### src/rtl/vga_sync_gen_if.sv
// Pixel-side and port-side signals of the VGA timing generator.
// The master drives timing and port signals; the slave supplies the pixel colour.
interface vga_sync_gen_if #(
   parameter int SCREEN_WIDTH = 10,
   parameter int PIXEL_WIDTH  = 12
);
   logic                    p_tick;
   logic [SCREEN_WIDTH-1:0] x;
   logic [SCREEN_WIDTH-1:0] y;
   logic                    video_on;
   logic                    line_start;
   logic                    frame_start;
   logic [PIXEL_WIDTH-1:0]  rgb_in;
   logic                    hsync;
   logic                    vsync;
   logic [PIXEL_WIDTH-1:0]  rgb_out;

   modport master (
      output p_tick, x, y, video_on, line_start, frame_start,
      output hsync, vsync, rgb_out,
      input  rgb_in
   );

   modport slave (
      input  p_tick, x, y, video_on, line_start, frame_start,
      input  hsync, vsync, rgb_out,
      output rgb_in
   );
endinterface

### src/rtl/vga_sync_gen.sv
// VGA timing generator: pixel-rate enable, scan counters, registered sync/blank decode.
// Define VGA_RGB_REG_EN to register rgb_out and delay hsync/vsync by one pixel.
module vga_sync_gen #(
   parameter int CLK_DIV      = 4,
   parameter int H_DISPLAY    = 640,
   parameter int H_FRONT      = 16,
   parameter int H_SYNC       = 96,
   parameter int H_BACK       = 48,
   parameter int V_DISPLAY    = 480,
   parameter int V_FRONT      = 10,
   parameter int V_SYNC       = 2,
   parameter int V_BACK       = 33,
   parameter int SYNC_ACTIVE  = 0,
   parameter int SCREEN_WIDTH = 10,
   parameter int PIXEL_WIDTH  = 12
) (
   input  logic           sys_clk,
   input  logic           sys_rst_n,
   vga_sync_gen_if.master vga
);

   localparam int H_TOTAL = H_DISPLAY + H_FRONT + H_SYNC + H_BACK;
   localparam int V_TOTAL = V_DISPLAY + V_FRONT + V_SYNC + V_BACK;
   localparam int DIV_W   = (CLK_DIV > 1) ? $clog2(CLK_DIV) : 1;

   localparam logic [DIV_W-1:0]        DIV_LAST = DIV_W'(CLK_DIV - 1);
   localparam logic [SCREEN_WIDTH-1:0] H_LAST   = SCREEN_WIDTH'(H_TOTAL - 1);
   localparam logic [SCREEN_WIDTH-1:0] V_LAST   = SCREEN_WIDTH'(V_TOTAL - 1);
   localparam logic [SCREEN_WIDTH-1:0] H_VIS    = SCREEN_WIDTH'(H_DISPLAY);
   localparam logic [SCREEN_WIDTH-1:0] V_VIS    = SCREEN_WIDTH'(V_DISPLAY);
   localparam logic [SCREEN_WIDTH-1:0] HS_FIRST = SCREEN_WIDTH'(H_DISPLAY + H_FRONT);
   localparam logic [SCREEN_WIDTH-1:0] HS_LAST  = SCREEN_WIDTH'(H_DISPLAY + H_FRONT + H_SYNC - 1);
   localparam logic [SCREEN_WIDTH-1:0] VS_FIRST = SCREEN_WIDTH'(V_DISPLAY + V_FRONT);
   localparam logic [SCREEN_WIDTH-1:0] VS_LAST  = SCREEN_WIDTH'(V_DISPLAY + V_FRONT + V_SYNC - 1);
   localparam logic                    SYNC_ON  = (SYNC_ACTIVE != 0);

   if (H_TOTAL > (1 << SCREEN_WIDTH)) begin : g_h_total_check
      $error("vga_sync_gen: H_TOTAL does not fit in SCREEN_WIDTH bits");
   end
   if (V_TOTAL > (1 << SCREEN_WIDTH)) begin : g_v_total_check
      $error("vga_sync_gen: V_TOTAL does not fit in SCREEN_WIDTH bits");
   end
   if (CLK_DIV < 1) begin : g_clk_div_check
      $error("vga_sync_gen: CLK_DIV must be at least 1");
   end

   logic [DIV_W-1:0]        div_cnt;
   logic                    p_tick_r;
   logic [SCREEN_WIDTH-1:0] h_cnt;
   logic [SCREEN_WIDTH-1:0] v_cnt;
   logic [SCREEN_WIDTH-1:0] h_next;
   logic [SCREEN_WIDTH-1:0] v_next;
   logic                    h_wrap;
   logic                    v_wrap;
   logic                    video_on_r;
   logic                    line_start_r;
   logic                    frame_start_r;
   logic                    hsync_r;
   logic                    vsync_r;

   // NOTE: sequential state uses non-blocking assignments so every flop samples pre-edge values.
   always_ff @(posedge sys_clk or negedge sys_rst_n) begin
      if (!sys_rst_n) begin
         div_cnt  <= '0;
         p_tick_r <= 1'b0;
      end else begin
         p_tick_r <= (div_cnt == DIV_LAST);
         div_cnt  <= (div_cnt == DIV_LAST) ? '0 : div_cnt + DIV_W'(1);
      end
   end

   // NOTE: every always_comb output gets a default first, so no path can infer a latch.
   always_comb begin
      h_wrap = (h_cnt == H_LAST);
      v_wrap = (v_cnt == V_LAST);
      h_next = h_wrap ? '0 : h_cnt + SCREEN_WIDTH'(1);
      v_next = v_cnt;
      if (h_wrap) begin
         v_next = v_wrap ? '0 : v_cnt + SCREEN_WIDTH'(1);
      end
   end

   // Decode is taken from the next counter values so ports move with x/y on the same edge.
   always_ff @(posedge sys_clk or negedge sys_rst_n) begin
      if (!sys_rst_n) begin
         h_cnt         <= '0;
         v_cnt         <= '0;
         video_on_r    <= 1'b0;
         line_start_r  <= 1'b0;
         frame_start_r <= 1'b0;
         hsync_r       <= ~SYNC_ON;
         vsync_r       <= ~SYNC_ON;
      end else begin
         line_start_r  <= 1'b0;
         frame_start_r <= 1'b0;
         if (p_tick_r) begin
            h_cnt         <= h_next;
            v_cnt         <= v_next;
            video_on_r    <= (h_next < H_VIS) && (v_next < V_VIS);
            hsync_r       <= (h_next >= HS_FIRST && h_next <= HS_LAST) ? SYNC_ON : ~SYNC_ON;
            vsync_r       <= (v_next >= VS_FIRST && v_next <= VS_LAST) ? SYNC_ON : ~SYNC_ON;
            line_start_r  <= h_wrap;
            frame_start_r <= h_wrap && v_wrap;
         end
      end
   end

   assign vga.p_tick      = p_tick_r;
   assign vga.x           = h_cnt;
   assign vga.y           = v_cnt;
   assign vga.video_on    = video_on_r;
   assign vga.line_start  = line_start_r;
   assign vga.frame_start = frame_start_r;

`ifdef VGA_RGB_REG_EN
   logic [PIXEL_WIDTH-1:0] rgb_q;
   logic                   hsync_q;
   logic                   vsync_q;

   // Colour and syncs share one pixel of delay so they stay aligned at the port.
   always_ff @(posedge sys_clk or negedge sys_rst_n) begin
      if (!sys_rst_n) begin
         rgb_q   <= '0;
         hsync_q <= ~SYNC_ON;
         vsync_q <= ~SYNC_ON;
      end else if (p_tick_r) begin
         rgb_q   <= video_on_r ? vga.rgb_in : '0;
         hsync_q <= hsync_r;
         vsync_q <= vsync_r;
      end
   end

   assign vga.rgb_out = rgb_q;
   assign vga.hsync   = hsync_q;
   assign vga.vsync   = vsync_q;
`else
   assign vga.rgb_out = video_on_r ? vga.rgb_in : '0;
   assign vga.hsync   = hsync_r;
   assign vga.vsync   = vsync_r;
`endif

endmodule

### src/flat_wrapper.sv
// flat-port wrapper written by rule: the top's interface ports become plain ports
module vga_sync_gen_flat 
#(
   parameter int CLK_DIV      = 4,
   parameter int H_DISPLAY    = 640,
   parameter int H_FRONT      = 16,
   parameter int H_SYNC       = 96,
   parameter int H_BACK       = 48,
   parameter int V_DISPLAY    = 480,
   parameter int V_FRONT      = 10,
   parameter int V_SYNC       = 2,
   parameter int V_BACK       = 33,
   parameter int SYNC_ACTIVE  = 0,
   parameter int SCREEN_WIDTH = 10,
   parameter int PIXEL_WIDTH  = 12
)
  (sys_clk, sys_rst_n, vga_p_tick, vga_x, vga_y, vga_video_on, vga_line_start, vga_frame_start, vga_hsync, vga_vsync, vga_rgb_out, vga_rgb_in);
  vga_sync_gen_if #(.SCREEN_WIDTH(SCREEN_WIDTH), .PIXEL_WIDTH(PIXEL_WIDTH)) vga_i ();
  input  logic sys_clk;
  input  logic sys_rst_n;
  output wire logic [$bits(vga_i.p_tick)-1:0] vga_p_tick;
  output wire logic [$bits(vga_i.x)-1:0] vga_x;
  output wire logic [$bits(vga_i.y)-1:0] vga_y;
  output wire logic [$bits(vga_i.video_on)-1:0] vga_video_on;
  output wire logic [$bits(vga_i.line_start)-1:0] vga_line_start;
  output wire logic [$bits(vga_i.frame_start)-1:0] vga_frame_start;
  output wire logic [$bits(vga_i.hsync)-1:0] vga_hsync;
  output wire logic [$bits(vga_i.vsync)-1:0] vga_vsync;
  output wire logic [$bits(vga_i.rgb_out)-1:0] vga_rgb_out;
  input wire logic [$bits(vga_i.rgb_in)-1:0] vga_rgb_in;
  assign vga_p_tick = vga_i.p_tick;
  assign vga_x = vga_i.x;
  assign vga_y = vga_i.y;
  assign vga_video_on = vga_i.video_on;
  assign vga_line_start = vga_i.line_start;
  assign vga_frame_start = vga_i.frame_start;
  assign vga_hsync = vga_i.hsync;
  assign vga_vsync = vga_i.vsync;
  assign vga_rgb_out = vga_i.rgb_out;
  assign vga_i.rgb_in = vga_rgb_in;
  vga_sync_gen #(.CLK_DIV(CLK_DIV), .H_DISPLAY(H_DISPLAY), .H_FRONT(H_FRONT), .H_SYNC(H_SYNC), .H_BACK(H_BACK), .V_DISPLAY(V_DISPLAY), .V_FRONT(V_FRONT), .V_SYNC(V_SYNC), .V_BACK(V_BACK), .SYNC_ACTIVE(SYNC_ACTIVE), .SCREEN_WIDTH(SCREEN_WIDTH), .PIXEL_WIDTH(PIXEL_WIDTH)) u_core (.sys_clk(sys_clk), .sys_rst_n(sys_rst_n), .vga(vga_i));
endmodule
### config.mk
export PLATFORM = sky130hd
export DESIGN_NAME = vga_sync_gen_flat
export DESIGN_NICKNAME = d
export VERILOG_FILES = /design/src/rtl/vga_sync_gen_if.sv /design/src/rtl/vga_sync_gen.sv /design/src/flat_wrapper.sv
export SDC_FILE = /design/constraint.sdc
export NUM_CORES = 1
export LEC_CHECK = 0
export CORE_UTILIZATION = 47
export CTS_CLUSTER_DIAMETER = 50
export DETAILED_ROUTE_END_ITERATION = 10
export GPL_TIMING_DRIVEN = 0
export PLACE_DENSITY_LB_ADDON = 0.3
export SLEW_MARGIN = 10
export SYNTH_ARGS = -nofsm -noshare
export SYNTH_HDL_FRONTEND = slang
export SYNTH_SLANG_ARGS = --single-unit
### constraint.sdc
create_clock -name sys_clk -period 2.76 [get_ports sys_clk]
set_clock_uncertainty 0.2 [all_clocks]
set_input_delay 0.552 -clock sys_clk [delete_from_list [all_inputs] [get_ports sys_clk]]
set_output_delay 0.552 -clock sys_clk [all_outputs]
set_load 0.01 [all_outputs]
# Word level (Yosys, flattened, before mapping)
# Index checks and enable logic that the tools add are counted.
# Widths: inputs -> output; s select.
[word_totals]
word_cells = 34
ff_bits = 28
[op_classes]
n_eq_ne = 3
n_reduce_logical = 4
add_sub_neg = 3
n_mux = 9
magnitude_cmp = 6
[op_table]
columns = ["cell", "n"]
rows = [
  ["$mux 10", 3],
  ["$add 10x1->10 const B", 2],
  ["$eq 10x10->1 const B", 2],
  ["$mux 12", 1],
  ["$ge 10x10->1 const B", 1],
  ["$ge 10x9->1 const B", 1],
  ["$le 10x10->1 const B", 1],
  ["$le 10x9->1 const B", 1],
  ["$lt 10x10->1 const B", 1],
  ["$lt 10x9->1 const B", 1],
  ["$logic_and 1x1->1", 4],
  ["$mux 1", 4],
  ["$add 2x1->2 const B", 1],
  ["$eq 2x2->1 const B", 1],
  ["$mux 2", 1],
]

# Depth between registers and ports, before layout
# Gate-level depths: netlist of the first run.
[depth]
depth_word = 6
depth_mapped = 9

# Worst setup path after synthesis of the first run
# Ideal clock, no wire load.
[synth_path]
kind = "register -> register"
startpoint = "register u_core.h_cnt[1] (netlist: u_core.vga.x[1])"
endpoint = "register u_core.video_on_r (netlist: u_core.vga.video_on)"
stages_incl_launch_ff = 7
setup_slack_ps = 693
n_path_buf = 0
arrival_ps = 1771
period_less_slack_ps = 2067
path_cell_list = "dfrtp_1 > ha_1 > nand4_1 > nor3_4 > a21oi_2 > o2111a_1 > o32ai_2"
[synth_between]
elab_chain_cells = 4
[synth_rtl]
columns = ["item", "line", "source"]
rows = [
  ["start, declared", "vga_sync_gen.sv:49", "logic [SCREEN_WIDTH-1:0] h_cnt;"],
  ["start signal, assigned", "vga_sync_gen.sv:97", "h_cnt <= h_next;"],
  ["$add 10x1->10 or $eq 10x10->1 (tied branches)", "vga_sync_gen.sv:76, vga_sync_gen.sv:74", ""],
  ["$mux 10 (on tied branches)", "vga_sync_gen.sv:76, vga_sync_gen.sv:78", ""],
  ["$lt 10x10->1 or $lt 10x9->1 (tied branches)", "vga_sync_gen.sv:99", "video_on_r <= (h_next < H_VIS) && (v_next < V_VIS);"],
  ["$logic_and 1x1->1 *", "vga_sync_gen.sv:99", ""],
  ["end signal, assigned", "vga_sync_gen.sv:99", ""],
  ["end, declared", "vga_sync_gen.sv:55", "logic video_on_r;"],
]
# Mark *: on every way between the ends. The rest lies on a longest branch, timed or not.
# A chain may end at the register's enable or synchronous reset.

# Worst setup path after layout of the first run
[layout_path]
startpoint = "input vga_rgb_in[6]"
endpoint = "output vga_rgb_out[6]"
[layout_between]
elab_chain_cells = 1
[layout_rtl]
columns = ["item", "line", "source"]
rows = [
  ["start, declared", "flat_wrapper.sv:30", "input wire logic [$bits(vga_i.rgb_in)-1:0] vga_rgb_in;"],
  ["$mux 12", "vga_sync_gen.sv:137", "assign vga.rgb_out = video_on_r ? vga.rgb_in : '0;"],
  ["end, declared", "flat_wrapper.sv:29", "output wire logic [$bits(vga_i.rgb_out)-1:0] vga_rgb_out;"],
]
# Every way passes these cells.

==> metrics, run 1 <==
synth top area cells dfrtp_1, nand2_1, and2_1; Chip Height 63.62 um; Clk Latency, worst-skew pair 270 ps; routed via count 1672; Slew HR 58.77%; Core Rows 22; Worst Path Required 2010 ps; largest area contributor in the netlist dfrtp_1; WL met2 1958 um; largest net degree at the start of global routing 29; IO Port Bufs 51; via/cell ratio 5.573; CTS sink cnt 28; post-route minimum period approximately 2400 ps; synth warn 0; Synth top area share between 30% and 40%; Seq/Total Area, Yosys roughly 39%; kind of critical path in -> out; post-CTS setup buffer count 0; antenna viol nets, final 0; NumNets Final 272; setup TNS after final layout 0 ps; clock tree buffer depth 2; hold-fix buffers at CTS 0; number of synthesized flops with an enable pin 0; cells on worst reg2reg path 6; RSZ-0062 raised after global routing false; Post-synth ARST share between 90% and 100%; Initial Utilization between 40% and 50%; # H-tree levels 1; setup ws final 342.9 ps; Max IR drop VDD 0.3723 mV; average size of a mapped cell 9.057 um2; Slew Viols, Final 0; R2R Setup Slk 430 ps; Worst Hold Class in -> async; crit end category output pin; met3 WL post-DR 195 um; syn_nets about 220; DP Worst Slack ~340 ps; reg-to-reg endpoint u_core.vga.video_on; Worst-Margin Slew 618.4 ps; crit path max fanout 1; drt pass-1 iters 4; Max Cap Violations 0; post-synth cell types between 50 and 60; die area 4047 um2; wire per inst around 14 um; commonest non-fill, non-tap cell in the layout clkdlybuf4s50_1; Die Width 63.62 um; clk root buf clkbuf_8; # DRC 0; fin crit share about 88%; initial antenna violation count 0; met1 wire length about 1900 um; Arr. time, crit path about 1700 ps; endpoints failing setup 0; Initial DRC Count between 100 and 150; Routed Wire Length 4082 um; total congestion overflow 0; Synth-to-Final Area Change 34.78%; startpoint types input pin; commonest register cell after synthesis dfrtp_1; core box area approximately 3700 um2; first-pass GRT wire length roughly 6900 um; Worst-path clk slew ~100 ps; Synth Register Bits 28; outcome completed; critical register-to-register path startpoint u_core.vga.x[1]; Fin. Hold Viols 0; layout cells sized above 1 10.32%; Mapped Cells 197; CTS tree done; ant diodes 0; I/O pins 52; highest routed metal layer met4; number of global-route vias before repair 1444; CTS resizes 0; Layout fillers between 300 and 400; dpl hpwl 3022 um; PwrDens 298.4 nW/um2; cell area after synthesis 1784 um2; most frequent cells in the layout clkdlybuf4s50_1, dfrtp_1, nand2_1; number of buffers created by CTS 3; total track usage 21.51%; Pleak 0.001010 uW; GP Congestion slightly below 0.9; Max Clk Rate around 410 MHz
-- logic make-up (layout without fill, tap and decap cells) --
kind of cell | count (synthesis) | in the layout | share of synthesized area [%]
AND/OR/NAND/NOR | 91 | 91 | 29.80
flip-flops | 28 | 28 | 39.41
adder cells (fa/ha/maj) | 5 | 5 | 3.506
AO/OA/AOI/OAI | 41 | 41 | 15.57
multiplexers | 3 | 3 | 1.823
buffers and inverters | 20 | 75 | 5.469
XOR/XNOR | 9 | 9 | 4.418
-- how the worst max path moves through the flow --
| stage | start | endpoint | slack [ps] |
|---|---|---|---|
| after floorplan | u_core.vga.x[1] | u_core.vga.video_on | 690 |
| final | vga_rgb_in[6] | vga_rgb_out[6] | 340 |
| after CTS | vga_rgb_in[6] | vga_rgb_out[6] | 340 |
| after detailed placement | vga_rgb_in[6] | vga_rgb_out[6] | 340 |
| after global routing | u_core.vga.video_on | vga_rgb_out[9] | 250 |
| after global placement | vga_rgb_in[0] | vga_rgb_out[0] | 340 |
-- per-stage QoR --
stage,total power (uW),cell area (um2),std cells,utilization [%],hold WS (ps)
6_report,717.6,2405,300,65.69,79.58
5_1_grt,746.1,2405,300,65.69,116.2
4_1_cts,730.1,2405,300,65.69,99.35
3_5_place_dp,473.1,2350,296,64.18,227.3
3_3_place_gp,473.5,2355,296,64.32,216.1
2_1_floorplan,429.9,1784,197,-,56.41
-- worst max-delay path, stage by stage --
cell and delay, ps:
clkdlybuf4s50_1 450, and2_1 130, clkdlybuf4s50_1 540
-- registers in the layout, summed over array words and instances (netlist names) --
name	count
u_core.vga.line_start	1
u_core.vga.p_tick	1
u_core.vga.video_on	1
u_core.vga.hsync	1
u_core.vga.x	10
u_core.div_cnt	2
u_core.vga.frame_start	1
u_core.vga.vsync	1
u_core.vga.y	10
-- synth_stat cells, drive strengths merged (2+ instances only) --
| cell type | n |
|---|---|
| a211o | 2 |
| a211oi | 2 |
| a21oi | 11 |
| a31oi | 2 |
| and2 | 12 |
| and3 | 4 |
| buf | 7 |
| clkbuf | 5 |
| dfrtp | 26 |
| dfstp | 2 |
| ha | 5 |
| inv | 8 |
| mux2 | 2 |
| nand2 | 21 |
| nand3 | 11 |
| nand4 | 9 |
| nand4b | 3 |
| nor2 | 13 |
| nor3 | 7 |
| o21ai | 12 |
| o41ai | 2 |
| or4 | 2 |
| xnor2 | 7 |
| xor2 | 2 |
-- where the power goes --
part	switching (uW)	internal, uW
combinational	19.6	34.3
sequential	0	410
clock	126	128
-- routing by layer --
layer | GRT usage (%) | up-vias
li1 | - | 824
met1 | 30.45 | 800
met2 | 33.38 | 46
met3 | 4.167 | 2
met4 | 5.398 | 0
met5 | 0 | -
-- layout make-up --
class / count / area, um2 / share of cell area, %
inverters: 8 / 30.03 / 1.249
flip-flops and latches: 28 / 703.2 / 29.24
repair buffers: 51 / 505.5 / 21.02
multi-input cells: 149 / 983.4 / 40.89
well taps: 48 / 60.06 / 2.497
clock buffers: 4 / 55.05 / 2.289
plain buffers: 12 / 67.56 / 2.810
No activity file was read; power rests on OpenSTA's default activity.
==> run 2: changes to the inputs <==
- HOLD_SLACK_MARGIN: default -> 0.1
==> metrics, run 2 (synthesis gave the netlist of run 1 again) <==
Pint 573.0 uW (+0.16%); Routed Wire Length 4096 um (+0.34%); number of global-route vias before repair 1444 (unchanged); critical register-to-register path startpoint u_core.vga.x[1]; die area 4047 um2 (unchanged); antenna viol nets, final 0 (unchanged); Worst Path Required 2010 ps (about the same); power share of the combinational group 7.7% (+0.2 points); GP Congestion 0.8792 (unchanged); Cell Count, Final, Fillers Out 301 (+0.33%); Max IR drop VDD 0.3732 mV (+0.25%); Cells after DPL 296 (unchanged); clk root buf clkbuf_8; core box area 3661 um2 (unchanged); Core Rows 22 (unchanged); register area 703.2 um2 (unchanged); multi-input logic area 983.4 um2 (unchanged); fin crit share 87.58% (about the same); startpoint types input pin; largest net degree at the start of global routing 29 (unchanged); drt pass-1 iters 4 (unchanged); Die Width 63.62 um (unchanged); dpl hpwl 3022 um (unchanged); NumNets Final 273 (+0.37%); endpoints failing setup 0 (unchanged); PwrDens 297.6 nW/um2 (-0.27%); crit end category output pin; Arr. time, crit path 1670 ps (about the same); Initial DRC Count 90 (-18%); clock share of power 35.3% (about the same); outcome completed; Fin. Hold Viols 0 (unchanged); sequential share of power 57.1% (about the same); number of buffers created by CTS 3 (unchanged); RSZ-0062 raised after global routing false; GR Util met1 30.45% (unchanged); CTS resizes 0 (unchanged); Clk Latency, worst-skew pair 270 ps (about the same); Initial Utilization 48.74% (unchanged); switching share of power 20.27% (about the same); # DRC 0 (unchanged); Worst Hold Class reg -> reg; ant diodes 0 (unchanged); met2 Use GR 33.38% (unchanged); clock tree buffer depth 2 (unchanged); I/O pins 52 (unchanged); via/cell ratio 5.581 (+0.14%); Chip Height 63.62 um (unchanged); layout cells sized above 1 10.28% (-0.041 points); Slew Viols, Final 0 (unchanged); initial antenna violation count 0 (unchanged); wire per inst 13.61 um (about the same); most frequent cells in the layout clkdlybuf4s50_1, dfrtp_1, nand2_1; Layout fillers 324 (-0.31%); total track usage 21.51% (unchanged); Worst-path clk slew 90 ps (about the same); peak-usage layer in the global routing report met2; Synth-to-Final Area Change 35.34%; CTS sink cnt 28 (unchanged); first-pass GRT wire length 6934 um (unchanged); routed via count 1680 (+0.48%); # H-tree levels 1 (unchanged); Max Cap Violations 0 (unchanged); IO Port Bufs 51 (unchanged); hold path start u_core.div_cnt[0]; total congestion overflow 0 (unchanged); CTS tree done; post-route minimum period 2417 ps (+0.006000 ps); kind of critical path in -> out; setup TNS after final layout 0 ps (unchanged); Critical Path Start vga_rgb_in[6]; crit path max fanout 1 (unchanged); met3 usage 4.167% (unchanged); Slew HR 58.49% (-0.28 points); Max Clk Rate 413.7 MHz (about the same); Sw Pwr 145.7 uW (+0.11%); commonest non-fill, non-tap cell in the layout clkdlybuf4s50_1; Worst-Margin Slew 622.6 ps (+4.223 ps); Pleak 0.001014 uW (+0.41%)
==> run 2: changes by cell type in the layout (fill, tap and decap cells not counted), sizes merged <==
cell,previous run,this run
dlygate4sd3,0,1
==> run 2: layout make-up <==
class | count | share of cell area [%]
clock buffers | 4 | 2.280
plain buffers | 12 | 2.798
inverters | 8 | 1.244
repair buffers | 52 | 21.35
well taps | 48 | 2.487
multi-input cells | 149 | 40.73
flip-flops and latches | 28 | 29.12
==> run 2: repair_timing <==
item / 4_1_cts / 5_1_grt
setup buffers: 0 / 0
hold buffers: 1 / 0
hold endpoints to repair: 7 / 0
==> run 2: metrics by stage <==
stage / setup slack [ps] / utilization [%] / total power (uW) / hold slack (ps) / cell area [um2]
after floorplan: 693.3 / - / 429.9 / 56.41 / 1784
after global placement: 344.9 / 64.32 / 473.5 / 216.1 / 2355
after detailed placement: 342.6 / 64.18 / 473.1 / 227.3 / 2350
after global routing: 247.0 / 65.96 / 747.2 / 264.0 / 2415
final: 342.9 / 65.96 / 718.7 / 235.0 / 2415
after CTS: 342.6 / 65.96 / 731.2 / 241.7 / 2415
==> run 2: per-layer routing <==
metal	part of all wire, %	vias to the layer above
met5	0	-
met4	0.54	0
met3	5.0	2
li1	-	827
met2	48	49
met1	47	802
==> run 2: critical path, stage by stage <==
cell             delay (ps)
clkdlybuf4s50_1         450
and2_1                  130
clkdlybuf4s50_1         540
==> run 2: power by group through the flow <==
stage | clock [uW] | sequential (uW) | combinational, uW
global route | 277 | 410 | 59.7
detailed placement | 0 | 418 | 55.1
CTS | 265 | 410 | 56.2
global placement | 0 | 418 | 55.4
floorplan | 0 | 418 | 11.8
finish | 254 | 410 | 55.0
==> run 2: final timing paths <==
check                                            to  slack [ps]  cells past startpoint
worst max-delay path                 vga_rgb_out[6]         340                      3
worst min-delay path              u_core.div_cnt[0]         230                      1
worst max register to register  u_core.vga.video_on         440                      6
worst min register to register    u_core.div_cnt[0]         230                      1
max in group asynchronous           u_core.vga.y[8]        1330                      2
min in group asynchronous           u_core.vga.x[9]         620                      2
==> variant (config.mk and constraints of run 2) <==
`PIXEL_WIDTH` is set to 12 in 3 places; all go to 8.
--- a/src/rtl/vga_sync_gen_if.sv
+++ b/src/rtl/vga_sync_gen_if.sv
@@ -2,7 +2,7 @@
 // The master drives timing and port signals; the slave supplies the pixel colour.
 interface vga_sync_gen_if #(
    parameter int SCREEN_WIDTH = 10,
-   parameter int PIXEL_WIDTH  = 12
+   parameter int PIXEL_WIDTH  = 8
 );
    logic                    p_tick;
    logic [SCREEN_WIDTH-1:0] x;
--- a/src/rtl/vga_sync_gen.sv
+++ b/src/rtl/vga_sync_gen.sv
@@ -12,7 +12,7 @@
    parameter int V_BACK       = 33,
    parameter int SYNC_ACTIVE  = 0,
    parameter int SCREEN_WIDTH = 10,
-   parameter int PIXEL_WIDTH  = 12
+   parameter int PIXEL_WIDTH  = 8
 ) (
    input  logic           sys_clk,
    input  logic           sys_rst_n,
--- a/src/flat_wrapper.sv
+++ b/src/flat_wrapper.sv
@@ -12,7 +12,7 @@
    parameter int V_BACK       = 33,
    parameter int SYNC_ACTIVE  = 0,
    parameter int SCREEN_WIDTH = 10,
-   parameter int PIXEL_WIDTH  = 12
+   parameter int PIXEL_WIDTH  = 8
 )
   (sys_clk, sys_rst_n, vga_p_tick, vga_x, vga_y, vga_video_on, vga_line_start, vga_frame_start, vga_hsync, vga_vsync, vga_rgb_out, vga_rgb_in);
   vga_sync_gen_if #(.SCREEN_WIDTH(SCREEN_WIDTH), .PIXEL_WIDTH(PIXEL_WIDTH)) vga_i ();
Interface: changed (resized vga_rgb_in and vga_rgb_out); port bits go from 52 to 44. The function was not compared with the original's and may differ.
==> variant against run 2 <==
  * Worst setup slack got worse by 200 ps
  * Sequential cell count unchanged
  * Fmax is 7.6% lower
  * Design area fell by 6.6%
  * Hold slack better by 2.4 ps
  * Non-clock buffer count down 7
  * Sequential power hardly changed
  * Synthesized area is 5.1% lower
  * Final cell count decreased by 5.6%
  * Wire length down 1.7%
  * Count of clock-buffer cells in the layout unchanged
  * Critical path type is now reg2reg
  * Power is 8.2% lower
  * Sequential share of layout area up 2.1 points
==> variant: results (changes against run 2) <==
qor: synth.netlist_top_cells_area dfrtp_1 (38%), xnor2_1 (4.7%), and2_1 (4.1%) [was dfrtp_1 (36%), nand2_1 (4.4%), and2_1 (4.2%)]
qor: detailed_routing.via_count 1621 [was 1680]
qor: worst_setup_path.worst_ep_arrival_time 2660 ps [was 1670 ps]
qor: clocking.clock_tree.root_cell clkbuf_4 [was clkbuf_8]
qor: final_layout.fin_nets 254 [was 273]
qor: final_layout.fillers 303 [was 324]
qor: synth.avgSynthCellArea 9.00 um2 [was 9.06 um2]
qor: pwr.total_leakage_power 0.000889 uW [was 0.00101 uW]
qor: final_layout.n_antenna_cell 0 [unchanged]
qor: hold_path.hold_path_cell_cnt 1 [unchanged]
qor: grt.antenna_violations_before_repair 0 [unchanged]
qor: synth.number_of_distinct_library_cells_after_synthesis 49 [was 51]
qor: worst_setup_path.ff2ff_setup_slack 140 ps [was 440 ps]
qor: synth.syn_nets 203 [was 216]
qor: worst_setup_path.critical_path.max_fanout 7 [was 1]
qor: sta.maxSlewHeadroom 59.6% [was 58.5%]
qor: grt.globalRouteTotalUtil 22.5% [was 21.5%]
qor: worst_setup_path.worst_r2r_path_depth 7 [was 6]
qor: final_layout.ratio_of_cells_with_drive_above_1_in_the_final_layout 9.24% [was 10.3%]
qor: worst_setup_path.path_class reg2reg [was in2out]
qor: hold_path.hp-start u_core.div_cnt[0]$_DFF_PN0_ [unchanged]
qor: place.placed_cell_area 0.00218 mm2 [was 0.00235 mm2]
qor: grt.first_global_vias 1378 [was 1444]
qor: clocking.clk_path_buf_depth 2 [unchanged]
qor: grt.first_pass_grt_wire_length 6.42 mm [was 6.93 mm]
qor: clocking.clkSlewWorstSetupHoldPaths 160 ps [was 90 ps]
qor: place.place_congestion 0.865 [was 0.879]
qor: place.place.detailed.hpwl 2.84 mm [was 3.02 mm]
qor: worst_setup_path.reg2reg_from u_core.vga.x[0]$_DFFE_PN0P_ [was u_core.vga.x[1]$_DFFE_PN0P_]
qor: detailed_routing.drt-wirelength-per-cell 14.2 um [was 13.6 um]
qor: status.outcome finished clean [unchanged]
qor: place.number_of_input_and_output_port_buffers_inserted 43 [was 51]
qor: clocking.insertion_delay 340 ps [was 270 ps]
qor: final_layout.final_cell_count_no_fill 284 [was 301]
qor: detailed_routing.drt_first_iter_violations 87 [was 90]
qor: synth.yosysSeqAreaShare 41.5% [was 39.4%]
qor: synth.synthTopCellsByCount dfrtp_1 (26), nand2_1 (16), o21ai_0 (13) [was dfrtp_1 (26), nand2_1 (21), and2_1 (12), nor2_1 (12), o21ai_0 (12)]
qor: clocking.ctsHtreeMaxLevel 1 [unchanged]
qor: pwr.vdd_ir_drop_max 0.000201 V [was 0.000373 V]
qor: synth.ys_warn_count 0 [unchanged]
-- variant: stage by stage --
stage / worst slack, ps / utilization [%] / hold slack (ps)
6_report: 144 / 66.5 / 237
5_1_grt: 9.26 / 66.5 / 261
4_1_cts: 96.6 / 65.4 / 244
3_5_place_dp: 123 / 64.3 / 224
3_3_place_gp: 168 / 64.3 / 212
2_1_floorplan: 323 / - / 56.4
-- variant: final cells by class --
cell class	instances	area (um2)	share of cell area, %
plain buffers	11	52.6	2.33
clock buffers	4	36.3	1.61
inverters	7	26.3	1.17
multi-input cells	142	927	41.1
flip-flops and latches	28	704	31.2
well taps	46	57.6	2.55
repair buffers	46	450	20.0
-- variant: repair_timing --
| action | in CTS | in global routing |
|---|---|---|
| hold buffers | 0 | 1 |
| gates resized for setup | 0 | 6 |
| endpoints found under the setup margin | 0 | 3 |
| hold endpoints to repair | 0 | 26 |
| setup buffers | 0 | 2 |
-- variant: report_power, final --
group          total, uW  internal, uW  switching (uW)
registers            411           411               0
logic               39.4          24.0            15.4
clock network        210          80.8             129
-- variant: worst max path at each step --
stage | endpoint | slack, ps | depth (start not counted)
after floorplan | u_core.vga.video_on$_DFFE_PN0P_ | 320 | 7
after global placement | u_core.vga.video_on$_DFFE_PN0P_ | 170 | 7
after detailed placement | u_core.vga.video_on$_DFFE_PN0P_ | 120 | 7
after CTS | u_core.vga.video_on$_DFFE_PN0P_ | 100 | 7
after global routing | u_core.vga.video_on$_DFFE_PN0P_ | 9 | 7
final | u_core.vga.video_on$_DFFE_PN0P_ | 140 | 7
-- variant: metal layers --
metal	vias up	part of all wire, %	track usage, %	wire [um]
li1	785	-	-	-
met1	759	44	32.7	1780
met2	71	47	35.4	1890
met3	6	7.8	2.28	316
met4	0	1.0	6.67	42
met5	-	0	0	0
-- variant: worst max-delay path: stages (launching register included) --
cell	delay, ps
dfrtp_1	450
ha_2	250
nand4_1	260
or3_1	440
clkbuf_2	180
or3_1	370
a211oi_2	270
o41ai_1	110
-- variant: cells by family after synthesis --
logic type | Yosys count | synth area share, %
buffers and inverters | 18 | 4.58
AOI/OAI and AO/OA | 44 | 18.0
xor gates and xnor gates | 10 | 5.17
muxes | 2 | 1.26
DFF | 28 | 41.5
and+or+nand+nor | 81 | 25.8
adders and majority gates | 5 | 3.70
